==> src/rtl/ysyx_040066_wb_arbiter.sv <==
// Writeback stage: one main-pipe stage register and a small long-latency result FIFO share a single rf write port.
// Define YSYX_040066_WB_MISALIGN_EN to raise an exception on misaligned loads/stores.
module ysyx_040066_wb_arbiter #(
  parameter int  XLEN     = 64,
  parameter int  LQ_DEPTH = 2,
  localparam int AW       = $clog2(XLEN / 8)
) (
  input  logic            clk,
  input  logic            rst,
  input  logic            in_valid,
  output logic            in_ready,
  input  logic            in_wen,
  input  logic [4:0]      in_rd,
  input  logic [XLEN-1:0] in_data,
  input  logic            in_memrd,
  input  logic            in_memwr,
  input  logic [2:0]      in_memop,
  input  logic [AW-1:0]   in_addr_low,
  input  logic            in_error,
  input  logic [XLEN-1:0] mem_rdata,
  input  logic            mem_error,
  input  logic            ll_valid,
  output logic            ll_ready,
  input  logic [4:0]      ll_rd,
  input  logic [XLEN-1:0] ll_data,
  output logic            rf_wen,
  output logic [4:0]      rf_rd,
  output logic [XLEN-1:0] rf_data,
  output logic            exc_valid
);
  localparam int PW = $clog2(LQ_DEPTH);
  localparam int CW = $clog2(LQ_DEPTH + 1);

  typedef struct packed {
    logic            wen;
    logic [4:0]      rd;
    logic [XLEN-1:0] data;
    logic            memrd;
    logic            memwr;
    logic [2:0]      memop;
    logic [AW-1:0]   addr_low;
    logic            err;
  } stage_t;

  stage_t                         s;
  logic                           s_valid;
  logic [LQ_DEPTH-1:0][4:0]       q_rd;
  logic [LQ_DEPTH-1:0][XLEN-1:0]  q_data;
  logic [PW-1:0]                  head, tail;
  logic [CW-1:0]                  count;
  logic                           accept, push, pop, retire;
  logic                           s_err, mis_trap, writer, full;
  logic [1:0]                     sz;
  logic [AW-1:0]                  lane_mask, lane;
  logic [XLEN-1:0]                shifted, ld_data, s_wdata;
  int                             shamt;

  // Lane select: clearing the size-aligned low bits gives the lane; shifting
  // up then back down truncates to the access size and extends.
  always_comb begin
    sz = s.memop[1:0];
    if (XLEN == 32 && sz == 2'd3) sz = 2'd2;
    lane_mask = (AW'(1) << sz) - AW'(1);
    lane      = s.addr_low & ~lane_mask;
    shifted   = mem_rdata >> {lane, 3'b000};
    shamt     = XLEN - (8 << sz);
    ld_data   = s.memop[2] ? (shifted << shamt) >> shamt
                           : XLEN'($signed(shifted << shamt) >>> shamt);
  end

`ifdef YSYX_040066_WB_MISALIGN_EN
  assign mis_trap = (s.memrd || s.memwr) && |(s.addr_low & lane_mask);
`else
  assign mis_trap = 1'b0;
`endif

  assign s_wdata = s.memrd ? ld_data : s.data;
  assign s_err   = s.err || (mem_error && (s.memrd || s.memwr)) || mis_trap;
  assign writer  = s_valid && s.wen && !s_err && (s.rd != 5'd0);
  assign full    = (count == CW'(LQ_DEPTH));

  always_comb begin
    pop       = 1'b0;
    retire    = 1'b0;
    rf_wen    = 1'b0;
    rf_rd     = 5'd0;
    rf_data   = '0;
    exc_valid = 1'b0;
    if (writer && full) begin
      pop = 1'b1;                     // drain FIFO first so it cannot starve
    end else if (writer) begin
      retire  = 1'b1;
      rf_wen  = 1'b1;
      rf_rd   = s.rd;
      rf_data = s_wdata;
    end else begin
      retire = s_valid;
      pop    = (count != '0);
    end
    if (pop) begin
      rf_wen  = (q_rd[head] != 5'd0);
      rf_rd   = q_rd[head];
      rf_data = q_data[head];
    end
    exc_valid = retire && s_err;
    if (rst) begin
      rf_wen    = 1'b0;
      exc_valid = 1'b0;
    end
  end

  assign in_ready = rst || !s_valid || retire;
  assign ll_ready = rst || (count < CW'(LQ_DEPTH));
  assign accept   = in_valid && in_ready;
  assign push     = ll_valid && ll_ready && !rst;

  always_ff @(posedge clk) begin
    if (rst) begin
      s_valid <= 1'b0;
      count   <= '0;
      head    <= '0;
      tail    <= '0;
    end else begin
      if (accept)      s_valid <= 1'b1;
      else if (retire) s_valid <= 1'b0;
      if (push) tail <= tail + PW'(1);
      if (pop)  head <= head + PW'(1);
      count <= count + CW'(push) - CW'(pop);
    end
  end

  always_ff @(posedge clk) begin
    if (accept) begin
      s.wen      <= in_wen;
      s.rd       <= in_rd;
      s.data     <= in_data;
      s.memrd    <= in_memrd;
      s.memwr    <= in_memwr;
      s.memop    <= in_memop;
      s.addr_low <= in_addr_low;
      s.err      <= in_error;
    end
    if (push) begin
      q_rd[tail]   <= ll_rd;
      q_data[tail] <= ll_data;
    end
  end
endmodule
==> config.mk <==
export PLATFORM = sky130hd
export DESIGN_NAME = ysyx_040066_wb_arbiter
export DESIGN_NICKNAME = d
export VERILOG_FILES = /design/src/rtl/ysyx_040066_wb_arbiter.sv
export SDC_FILE = /design/constraint.sdc
export NUM_CORES = 1
export LEC_CHECK = 0
export ABC_AREA = 1
export BUFFER_PORTS_ARGS = -buffer_cell sky130_fd_sc_hd__buf_2
export CORE_ASPECT_RATIO = 0.5
export CORE_MARGIN = 2
export CORE_UTILIZATION = 55
export CTS_BUF_LIST = sky130_fd_sc_hd__clkbuf_16
export DETAILED_ROUTE_END_ITERATION = 12
export PLACE_DENSITY = 0.84
export SLEW_MARGIN = 30
export SYNTH_ARGS = -nofsm -noshare
export SYNTH_HDL_FRONTEND = slang
export SYNTH_SLANG_ARGS = --single-unit
==> constraint.sdc <==
create_clock -name clk -period 5 [get_ports clk]
set_input_delay 0.5 -clock clk [delete_from_list [all_inputs] [get_ports clk]]
set_output_delay 0.5 -clock clk [all_outputs]
set_load 0.1 [all_outputs]
# Word-level counts from Yosys, hierarchy flattened
# Cells that the tools add are included.
# classes
addsub	6
n_lt_le_gt_ge	4
eq_ne	1
shifts	6
muxes	29
bitwise_logic	2
n_reduce_logical	22
# op_table
op	count
64-bit 2-to-1 mux	8
128-bit bitwise mux	1
64-bit demux with 1-bit select	1
64-bit by 32-bit left shift with 64-bit output	1
64-bit by 32-bit >> shifter with 64-bit output	1
64-bit by 6-bit >> shifter with 64-bit output	1
64-bit by 32-bit >>> shifter with 64-bit output	1
4-bit by 2-bit left shift with 32-bit output, first input constant	1
8-bit by 32-bit subtractor with 32-bit output, first input constant	1
5-bit 2-to-1 mux	6
1-bit 2-to-1 mux	11
10-bit bitwise mux	1
1-bit logical AND	10
5-bit nonzero test	2
5-bit demux with 1-bit select	1
1-bit logical OR	5
1-bit by 2-bit < comparator with 1-bit output, second input constant	2
2-bit nonzero test	2
3-bit AND	1
1-bit logical NOT	3
3-bit NOT	1
1-bit by 2-bit left shift with 3-bit output, first input constant	1
3-bit by 2-bit subtractor with 3-bit output, second input constant	1
1-bit adder, second input constant	2
other kinds (5)	5
# word_totals
regBits	222
inputBits	217
elab_cells	86

# Logic depth before layout (Yosys ltp)
# depth
ltp_word	12
ltp_mapped	19
ltp_nobuf	16

# Worst setup path after synthesis
# No wires, ideal clock.
# synth_path
path_type	register -> register
start	register s[8] (netlist bit)
end	register s[0] (netlist bit) (enable)
setup_ns	0.433
arrival_time_ns	3.803
slack_ns	0.764
path_stages_with_launch	12
period_less_slack_ns	4.236
path_cell_list	edfxtp_1 buf_2 or2_1 a21oi_2 nand3_1 inv_2 nand2_2 nor2_2 a21oi_1 nand3_1 nand2_1 inv_1
# synth_via
elab_chain_cells	10
elab_cells_between_ends	11
# synth_lines
item	line	source
start: declaration	45	stage_t s;
1-bit logical OR *	78	assign s_err = s.err || (mem_error && (s.memrd || s.memwr)) || mis_trap;
1-bit logical AND *	78	
1-bit logical OR *	78	
1-bit logical NOT *	79	assign writer = s_valid && s.wen && !s_err && (s.rd != 5'd0);
1-bit logical AND * (2 in series)	79	
1-bit 2-to-1 mux or 1-bit logical AND (tied branches)	91, 89	
1-bit 2-to-1 mux *	89	if (writer && full) begin
1-bit logical OR *	112	assign in_ready = rst || !s_valid || retire;
named net in_ready	11	output logic in_ready,
1-bit logical AND *	114	assign accept = in_valid && in_ready;
named net accept	51	logic accept, push, pop, retire;
# The timed path passes the listed nets; every way through them passes the cells marked *.
# A chain may end at the register's enable or synchronous reset.

# Worst setup path after layout
# layout_path
start	register s[5] (netlist bit)
end	output rf_data[8]
# layout_via
elab_chain_cells	12
elab_cells_between_ends	15
# layout_lines
item	line	source
1-bit by 2-bit left shift with 3-bit output	63	lane_mask = (AW'(1) << sz) - AW'(1);
3-bit by 2-bit subtractor with 3-bit output	63	
3-bit NOT	64	lane = s.addr_low & ~lane_mask;
3-bit AND	64	
64-bit by 6-bit >> shifter with 64-bit output	65	shifted = mem_rdata >> {lane, 3'b000};
64-bit by 32-bit left shift with 64-bit output	67, 68	
64-bit by 32-bit >>> shifter with 64-bit output or 64-bit by 32-bit >> shifter with 64-bit output (tied branches)	68, 67	
64-bit 2-to-1 mux *	67	ld_data = s.memop[2] ? (shifted << shamt) >> shamt
64-bit 2-to-1 mux *	77	assign s_wdata = s.memrd ? ld_data : s.data;
64-bit 2-to-1 mux *	91	end else if (writer) begin
64-bit 2-to-1 mux *	89	
64-bit 2-to-1 mux *	100	if (pop) begin
end: declaration	28	output logic [XLEN-1:0] rf_data,
# Mark *: on every way between the ends. The rest lies on a longest branch, timed or not.

==> results.py <==
metrics = {
    "run_status": {
        "status": "finished clean",
    },
    "clock_tree": {
        "clk_path_buf_depth": 3,
        "htree_levels": 1,
        "cts-resized-gates": 0,
        "hold_buffers": 0,
        "clock_latency_ps": 500,
        "clkTransAtPathRegs_ps": 70,
        "cts_root_buf": "clkbuf_16",
        "cts_buffers": 21,
        "cts.sinks": 222,
        "post_cts_buffers": 0,
        "cts_tree": "done",
    },
    "route": {
        "drtAntennaViolNets": 0,
        "drt_iter0_drc": 1587,
        "route.detailed.drc": 0,
        "totalWireLength_mm": 39.4,
        "dr_total_vias": 11476,
        "vias_per_cell": 5.58,
        "firstDrtPassIters": 6,
        "wl_per_cell_um": 19.1,
    },
    "place": {
        "gp_congestion": 0.952,
        "portBuffers": 289,
        "place_inst": 2012,
        "dp_hpwl_mm": 28.2,
        "place_area_um2": 14100,
    },
    "power_and_ir_drop": {
        "swShare_pct": 49.2,
        "seqPwrFrac_pct": 29.8,
        "p_switching_mw": 3.71,
        "intPower_mw": 3.83,
        "p_clk_share_pct": 19.7,
        "powerDensity_nw_per_um2": 510,
        "power_leakage_nw": 6.89,
        "vdd_drop_max_mv": 0.556,
        "p_comb_share_pct": 50.6,
        "total_power_mw": 7.54,
    },
    "cells_and_area": {
        "final_common_cell": "nand2_1",
        "drive_above_1_share_pct": 22.1,
        "mostFrequentLayoutCells": "nand2_1 (624), buf_2 (267), edfxtp_1 (217)",
        "n_fill_cell": 1788,
        "synthToLayoutAreaGrowth_pct": 20.6,
        "finish.instance_area_um2": 14800,
        "instances_no_fill": 2058,
        "nNetsFinal": 1954,
        "ff_latch_area_um2": 6620,
        "multi_input_area_um2": 4960,
    },
    "setup_path": {
        "path_cells": "nor2_8 > nand2_4 > inv_2 > nand2_1 > o21ai_0 > o21ai_0 > nand2_1 > o21ai_0 > o211ai_1 > o211ai_1 > nand2_1 > buf_2",
        "cpPeakStageDelay_ps": 570,
        "r2r_setup_slack_ps": 1270,
        "path_max_fanout": 62,
        "cp-end-kind": "primary output",
        "path_class": "reg -> out",
        "reg2reg_depth": 12,
        "setup.worst_path.start_class": "register",
        "cpLargestDelayFamily": "simple AND/OR/NAND/NOR gates",
        "worstSetupStartpoint": "s[5]",
        "critical_path.slowest_cell": "edfxtp_1",
        "cp.arrival_ps": 4150,
        "reg2reg_to": "s[52]",
        "r2r-start": "s[8]",
        "crit_buf_inv": 2,
        "required_ps": 4500,
    },
    "logic_synthesis": {
        "synth-seq-area-share_pct": 54.0,
        "synth_enable_flop_cells": 217,
        "synth-seq-cells": 222,
        "yosysTopAreaCell": "edfxtp_1",
        "synthTopCellsByArea": "edfxtp_1 (53%), nand2_1 (19%), nand3_1 (5.1%), nor2_1 (4.3%), o21ai_0 (2.8%)",
        "synth.cell_area_um2": 12300,
        "ys_types": 53,
        "async_flop_share_pct": 0,
        "synth.avg_cell_area_um2": 8.25,
        "synthCells": 1487,
        "synth_top_cell_area_share_pct": 53.1,
        "synth_warnings": 0,
        "synth_fp_nets": 1706,
        "synth_flop_cell": "edfxtp_1",
    },
    "die": {
        "die-area_um2": 23600,
        "initial_core_util_pct": 56.3,
        "pin_count": 290,
        "core_area_um2": 21800,
        "die_y_um": 110,
        "die_x_um": 215,
        "rows": 38,
    },
    "sta": {
        "hold_viol_final": 0,
        "fin_hold_ws_ps": 174,
        "skew_ps": 10.5,
        "min_period_ps": 4650,
        "rsz0062_at_grt": "false",
        "fin_tns_setup_ps": 0,
        "drv_slew": 0,
        "setup_violations": 0,
        "final.period_utilization_pct": 93.0,
        "tightest_slew_ps": 836,
        "slew_headroom_pct": 44.2,
        "max_freq_mhz": 215,
    },
    "hold_path": {
        "hold_depth": 1,
        "holdPathEnd": "s[0]",
        "hold_class": "in -> reg",
        "worstHoldStart": "in_error",
    },
    "global_routing": {
        "grt_max_degree": 99,
        "grt_pass1_wl_mm": 57.3,
        "grtUsageTotal_pct": 32.4,
        "antenna_found_initial": 10,
        "grt.overflow.total": 0,
        "grt_pass1_vias": 10164,
    },
    "run": {
        "cap_violations": 0,
    },
}
-- cell type report --
type                    instances  share of cell area, %
repair buffers                312                   13.2
multi-input cells            1117                   33.5
diodes                         10                  0.169
flip-flops and latches        222                   44.7
clock inverters                15                  0.694
well taps                     300                   2.54
clock buffers                  21                   3.55
inverters                      61                   1.57
-- metrics by stage --
step | utilization [%] | setup slack [ps]
floorplan | - | 764
global placement | 64.9 | 1080
detailed placement | 64.9 | 1060
CTS | 67.8 | 485
global route | 67.9 | 171
finish | 67.9 | 350
-- cell usage after synthesis (4+ instances only) --
master / number
buf_6: 12
buf_4: 5
o211ai_1: 13
or2_2: 6
inv_1: 53
buf_2: 28
a31oi_1: 4
o21ai_1: 33
nand3_1: 126
nand3_2: 6
inv_2: 7
a21oi_1: 26
nand3b_1: 5
nor2_1: 142
edfxtp_1: 217
or2_1: 6
nand2_2: 6
clkbuf_1: 38
nand4_1: 14
o21ai_0: 68
nand2_1: 624
dfxtp_1: 5
-- registers in the layout, indices dropped and copies added (netlist names) --
register,count
q_data,128
s,79
q_rd,10
count,2
head,1
s_valid,1
tail,1
-- routing by layer --
layer / global-route usage (%) / vias to the layer above / wire length [um]
met5: 0 / - / 13
met4: 9.36 / 2 / 939
met3: 8.91 / 68 / 5050
met2: 49.0 / 665 / 17400
met1: 46.1 / 5283 / 15900
li1: - / 5458 / -
-- logic make-up after synthesis --
family | Yosys count | synth area share [%]
flops | 222 | 54.0
xor+xnor | 1 | 0.0714
fa+ha+maj | 2 | 0.204
compound gates | 162 | 7.54
buf+inv | 148 | 5.71
simple gates | 949 | 32.2
mux | 3 | 0.276
-- worst max path at each step --
stage / depth (start not counted) / end / slack [ps]
floorplan: 11 / s[0] / 760
global placement: 12 / rf_data[8] / 1080
detailed placement: 12 / rf_data[8] / 1060
CTS: 14 / rf_data[45] / 490
global route: 12 / rf_data[8] / 170
finish: 12 / rf_data[8] / 350
-- power groups by stage --
stage                     Clock (mW)  Combinational [mW]  Sequential [mW]
after detailed placement           0                3.77             2.28
after floorplan                    0                2.79             2.28
after global placement             0                3.75             2.28
final                           1.48                3.81             2.25
after global routing            1.57                3.99             2.26
after CTS                       1.49                3.78             2.24
Note: power is estimated with default switching activity, not from simulation.
